`src/rtl/moving_avg4_pkg.sv`:
```
// Shared constants and FSM encoding for the 4-sample moving average.
package moving_avg4_pkg;

  localparam int DEPTH      = 4;
  localparam int LOG2_DEPTH = 2;

  typedef enum logic {
    FILL = 1'b0,
    RUN  = 1'b1
  } state_t;

endpackage

```
`src/rtl/moving_avg4_delay_line_en.sv`:
```
// Enabled shift register holding the sample window; the last stage is the
// sample that leaves the window on the next accepted shift.
module delay_line_en
  import moving_avg4_pkg::*;
#(
  parameter int W      = 8,
  parameter int STAGES = DEPTH
) (
  input  logic         clk,
  input  logic         reset,
  input  logic         clr,
  input  logic         en,
  input  logic [W-1:0] d,
  output logic [W-1:0] oldest
);

  logic [W-1:0] stage [STAGES];

  // Shift in a new sample on enable; reset and clear empty every stage.
  always_ff @(posedge clk) begin
    if (reset || clr) begin
      for (int i = 0; i < STAGES; i++) stage[i] <= '0;
    end else if (en) begin
      stage[0] <= d;
      for (int i = 1; i < STAGES; i++) stage[i] <= stage[i-1];
    end
  end

  assign oldest = stage[STAGES-1];

endmodule

```
`src/rtl/moving_avg4.sv`:
```
// Running mean of the last four accepted unsigned samples. The sum is kept
// incrementally (add newest, drop oldest) and the mean is the sum shifted
// right by two, truncated.
module moving_avg4
  import moving_avg4_pkg::*;
#(
  parameter int W     = 8,
  parameter int DEPTH = 4
) (
  input  logic         clk,
  input  logic         reset,
  input  logic         clr,
  input  logic         in_valid,
  input  logic [W-1:0] in_data,
  output logic         out_valid,
  output logic [W-1:0] avg,
  output logic [W+1:0] sum,
  output logic [2:0]   fill
);

  logic         accept;
  logic [W-1:0] oldest;
  logic [W+1:0] sum_next;
  state_t       state;
  state_t       state_next;
  logic [2:0]   fill_next;
  logic         full_next;

  // clr wins over in_valid: a sample presented with clr is discarded.
  assign accept = in_valid & ~clr;

  delay_line_en #(
    .W      (W),
    .STAGES (DEPTH)
  ) u_delay_line (
    .clk    (clk),
    .reset  (reset),
    .clr    (clr),
    .en     (accept),
    .d      (in_data),
    .oldest (oldest)
  );

  // Empty stages hold zero, so the subtraction is exact while filling too.
  always_comb begin
    sum_next = sum + {2'b00, in_data} - {2'b00, oldest};
  end

  // FSM state register.
  always_ff @(posedge clk) begin
    if (reset || clr) state <= FILL;
    else              state <= state_next;
  end

  // FSM next state: leave FILL on the sample that completes the window.
  always_comb begin
    state_next = state;
    case (state)
      FILL:    if (accept && fill == 3'(DEPTH - 1)) state_next = RUN;
      RUN:     state_next = RUN;
      default: state_next = FILL;
    endcase
  end

  // FSM outputs: resulting fill count and whether the window is then full.
  always_comb begin
    fill_next = fill;
    full_next = 1'b0;
    if (accept) begin
      case (state)
        FILL:    fill_next = fill + 3'd1;
        RUN:     fill_next = 3'(DEPTH);
        default: fill_next = fill;
      endcase
      full_next = (fill_next == 3'(DEPTH));
    end
  end

  // Result registers: update on accepted samples, hold through gaps.
  always_ff @(posedge clk) begin
    if (reset || clr) begin
      sum       <= '0;
      avg       <= '0;
      fill      <= '0;
      out_valid <= 1'b0;
    end else if (accept) begin
      sum       <= sum_next;
      avg       <= sum_next[W+1:LOG2_DEPTH];
      fill      <= fill_next;
      out_valid <= full_next;
    end else begin
      out_valid <= 1'b0;
    end
  end

endmodule

```
`config.mk`:
```
export PLATFORM = sky130hd
export DESIGN_NAME = moving_avg4
export DESIGN_NICKNAME = d
export VERILOG_FILES = /design/src/rtl/moving_avg4_pkg.sv /design/src/rtl/moving_avg4_delay_line_en.sv /design/src/rtl/moving_avg4.sv
export SDC_FILE = /design/constraint.sdc
export NUM_CORES = 1
export LEC_CHECK = 0
export CAP_MARGIN = 40
export CORE_ASPECT_RATIO = 1.75
export CORE_UTILIZATION = 55
export DETAILED_ROUTE_END_ITERATION = 8
export PLACE_DENSITY = 0.77
export SLEW_MARGIN = 20
export SYNTH_ARGS = -nofsm -noshare
export SYNTH_HDL_FRONTEND = slang
export SYNTH_SLANG_ARGS = --single-unit
```
`constraint.sdc`:
```
create_clock -name clk -period 5.55 [get_ports clk]
set_input_delay 0.8325 -clock clk [delete_from_list [all_inputs] [get_ports clk]]
set_output_delay 0.8325 -clock clk [all_outputs]
set_load 0.1 [all_outputs]
```
==> flow_summary.yaml <==
global_route:
  grt_pass1_wl_um: 8390
  grt_util_met2_pct: 36.8
  antenna_found_initial: 0
  grt.met1_usage_pct: 30.7
  track_usage_pct: 23.2
  global_route.usage.met3_pct: 4.48
  grt_start_max_net_pins: 47
  busiest_layer: "met2"
  grt_pass1_vias: 1835
  gr-total-overflow: 0
yosys:
  yosysTopAreaCellShare_pct: 37.9
  syn_area_um2: 2530
  ys_types: 38
  syn_avg_cell_area_um2: 10.6
  yosys-top-cells-area: "edfxtp_1, dfxtp_1, fa_1"
  yosys.area.top_type: "edfxtp_1"
  synth-edff-count: 32
  yosysWarnings: 0
  synth_nets: 272
  synth-seq-cells: 47
  synth_seq_area_share_pct: 49.8
  synthTopCellsByCount: "inv_1, edfxtp_1, and3_1"
  netlist_instances: 240
  synth_top_flop_cell: "edfxtp_1"
  synth.most_common_cell: "inv_1"
  ys_async_sr_fraction_pct: 0
worst_setup_path:
  cp_top_family: "compound AO/OA/AOI/OAI gates"
  worstPathArrival_ns: 3.49
  startpoint_type: "input port"
  cpMaxStageDelayCell: "fa_1"
  path_cells: "clkdlybuf4s50_1 > inv_1 > fa_1 > inv_1 > ha_1 > nor2b_4 > o31a_1 > o2111a_1 > o2111a_1 > a311o_1"
  cp_num_buf_inv: 3
  endpoint_kind: "flop"
  path_max_fanout: 4
  cp_slowest_stage_delay_ns: 0.53
  critPathKind: "in2reg"
  required_ns: 5.74
timing:
  slew_headroom_pct: 56.3
  fmaxAchievable_mhz: 304
  finalMaxSlewViolations: 0
  timing.final.crit_share_pct: 59.3
  worst_pin_slew_ns: 0.654
  rsz0062_at_grt: "false"
  hold_viol: 0
  finalSetupViolations: 0
  finalCriticalPeriod_ns: 3.29
  tns_ns: 0
  clock_skew_ns: 0.0140
power:
  ir_worst_vdd_mv: 0.211
  p_seq_share_pct: 42.2
  p_sw_uw: 344
  powerDensity_nw_per_um2: 293
  swShare_pct: 36.0
  combPwrFrac_pct: 36.4
  p_leak_nw: 1.45
  clkPwrFrac_pct: 21.4
  power.internal_uw: 611
clocking:
  cts_tree: "done"
  post_cts_resized: 0
  hold_buffers: 0
  cts_buffers: 5
  clk_latency_ns: 0.30
  path_clk_slew_ns: 0.09
  root_buffer: "clkbuf_8"
  cts_max_path_buffers: 2
  h-tree-depth: 2
  cts_setup_buffers: 0
  clock-sinks: 47
routing:
  ant_nets: 0
  first_pass_iters: 4
  wl_per_cell_um: 14.9
  drtIter0Drc: 30
  vias: 1860
  drc_errors: 0
  wirelength_um: 5030
  vias_per_cell: 5.52
cells_and_area:
  regArea_um2: 1260
  syn_to_final_growth_pct: 28.7
  multiInputGateArea_um2: 1010
  final_area_um2: 3260
  fin_nets: 317
  insertedDiodeCount: 0
  drive_above_1_share_pct: 12.6
  n_fill_cell: 333
placed_design:
  gp_congestion: 0.757
  portBuffers: 33
  dp_hpwl_um: 3560
  place_area_um2: 3170
floorplanning:
  fp.dieArea_um2: 4890
  core-area_um2: 4400
  initial_core_util_pct: 57.5
  die_y_um: 91.8
  die_w_um: 53.3
  fp-row-count: 32
  num_io_pins: 34
status:
  status: "finished clean"
min_path:
  hold_path_class: "reg2reg"
flow_run:
  maxCapViolations: 0
## power by group through the flow
stage               Clock (mW)  Sequential [mW]  Combinational [mW]
global route             0.221            0.405               0.374
CTS                      0.210            0.403               0.348
detailed placement           0            0.411               0.347
global placement             0            0.410               0.296
finish                   0.204            0.403               0.348
floorplan                    0            0.464               0.189
## flip-flops by register name, summed over array words and instances, names as in the netlist
register / flops
u_delay_line.stage: 32
fill: 3
state: 1
out_valid: 1
sum: 2
avg: 8
## per-stage QoR
| step | total power, mW | hold slack [ns] | util, % | setup WS (ns) | instances |
|---|---|---|---|---|---|
| 5_1_grt | 1.00 | 0.523 | 74.0 | 2.04 | 337 |
| 3_5_place_dp | 0.758 | 0.478 | 72.0 | 1.93 | 329 |
| 4_1_cts | 0.961 | 0.490 | 74.0 | 2.26 | 337 |
| 3_3_place_gp | 0.706 | 0.473 | 64.5 | 1.98 | 307 |
| 2_1_floorplan | 0.653 | 0.481 | - | 2.28 | 240 |
| 6_report | 0.955 | 0.483 | 74.0 | 2.26 | 337 |
## area by class of cell
type                            instances  area share (%)
Tap cell                               51            1.96
Sequential cell                        47            38.7
Inverter                               40            4.61
Multi-Input combinational cell        133            31.1
Clock inverter                          2           0.384
Clock buffer                            6            2.23
Timing Repair Buffer                   58            21.0
## worst paths after layout
check	start	slack, ns	endpoint	cells past startpoint
min	fill[1]	0.48	fill[1]	2
min reg2reg	fill[1]	0.48	fill[1]	2
max	in_data[2]	2.26	avg[6]	10
max reg2reg	avg[0]	2.89	avg[6]	9
## worst register-to-register path, stage by stage (launching register included)
cell      delay (ns)
dfxtp_1         0.38
inv_1           0.07
fa_1            0.50
inv_1           0.04
ha_1            0.34
nor2b_4         0.15
o31a_1          0.28
o2111a_1        0.26
o2111a_1        0.23
a311o_1         0.31
## metal layers
layer | up-vias | wire [µm] | share of wire [%]
met2 | 28 | 2630 | 52
met1 | 909 | 2240 | 45
met3 | 8 | 100 | 2.0
met4 | 0 | 60 | 1.2
met5 | - | 0 | 0
li1 | 915 | - | -
## kinds of logic (layout without fill, tap and decap cells)
family,count (synthesis),count (layout),share of synthesized area (%)
AND/OR/NAND/NOR,70,70,15.1
buffers and inverters,60,106,10.1
flip-flops,47,47,49.8
AO/OA/AOI/OAI,36,36,9.98
adder cells (fa/ha/maj),20,20,12.3
multiplexers,5,5,2.08
XOR/XNOR,2,2,0.692
## cells in the final DEF, fill, tap and decap left out, drive strengths merged, types with 2 or more instances in the layout
cell type      synthesis  layout
nand4                  4       4
and3                  25      25
inv                   39      39
o21ai                  4       4
xnor2                  2       2
clkdlybuf4s50          0      33
o311ai                 2       2
a211oi                 4       4
mux2i                  3       3
o21a                   2       2
a21o                   4       4
o21bai                 2       2
clkinv                 1       2
clkbuf                 9       6
o2111a                 2       2
buf                   11      25
dfxtp                 15      15
edfxtp                32      32
nor3                  12      12
fa                     8       8
nor2                  12      12
nand3                  6       6
nand2                  5       5
a31oi                  2       2
a21oi                  9       9
ha                    12      12
or3                    2       2
mux2                   2       2
Note: power is estimated with default switching activity, not from simulation.
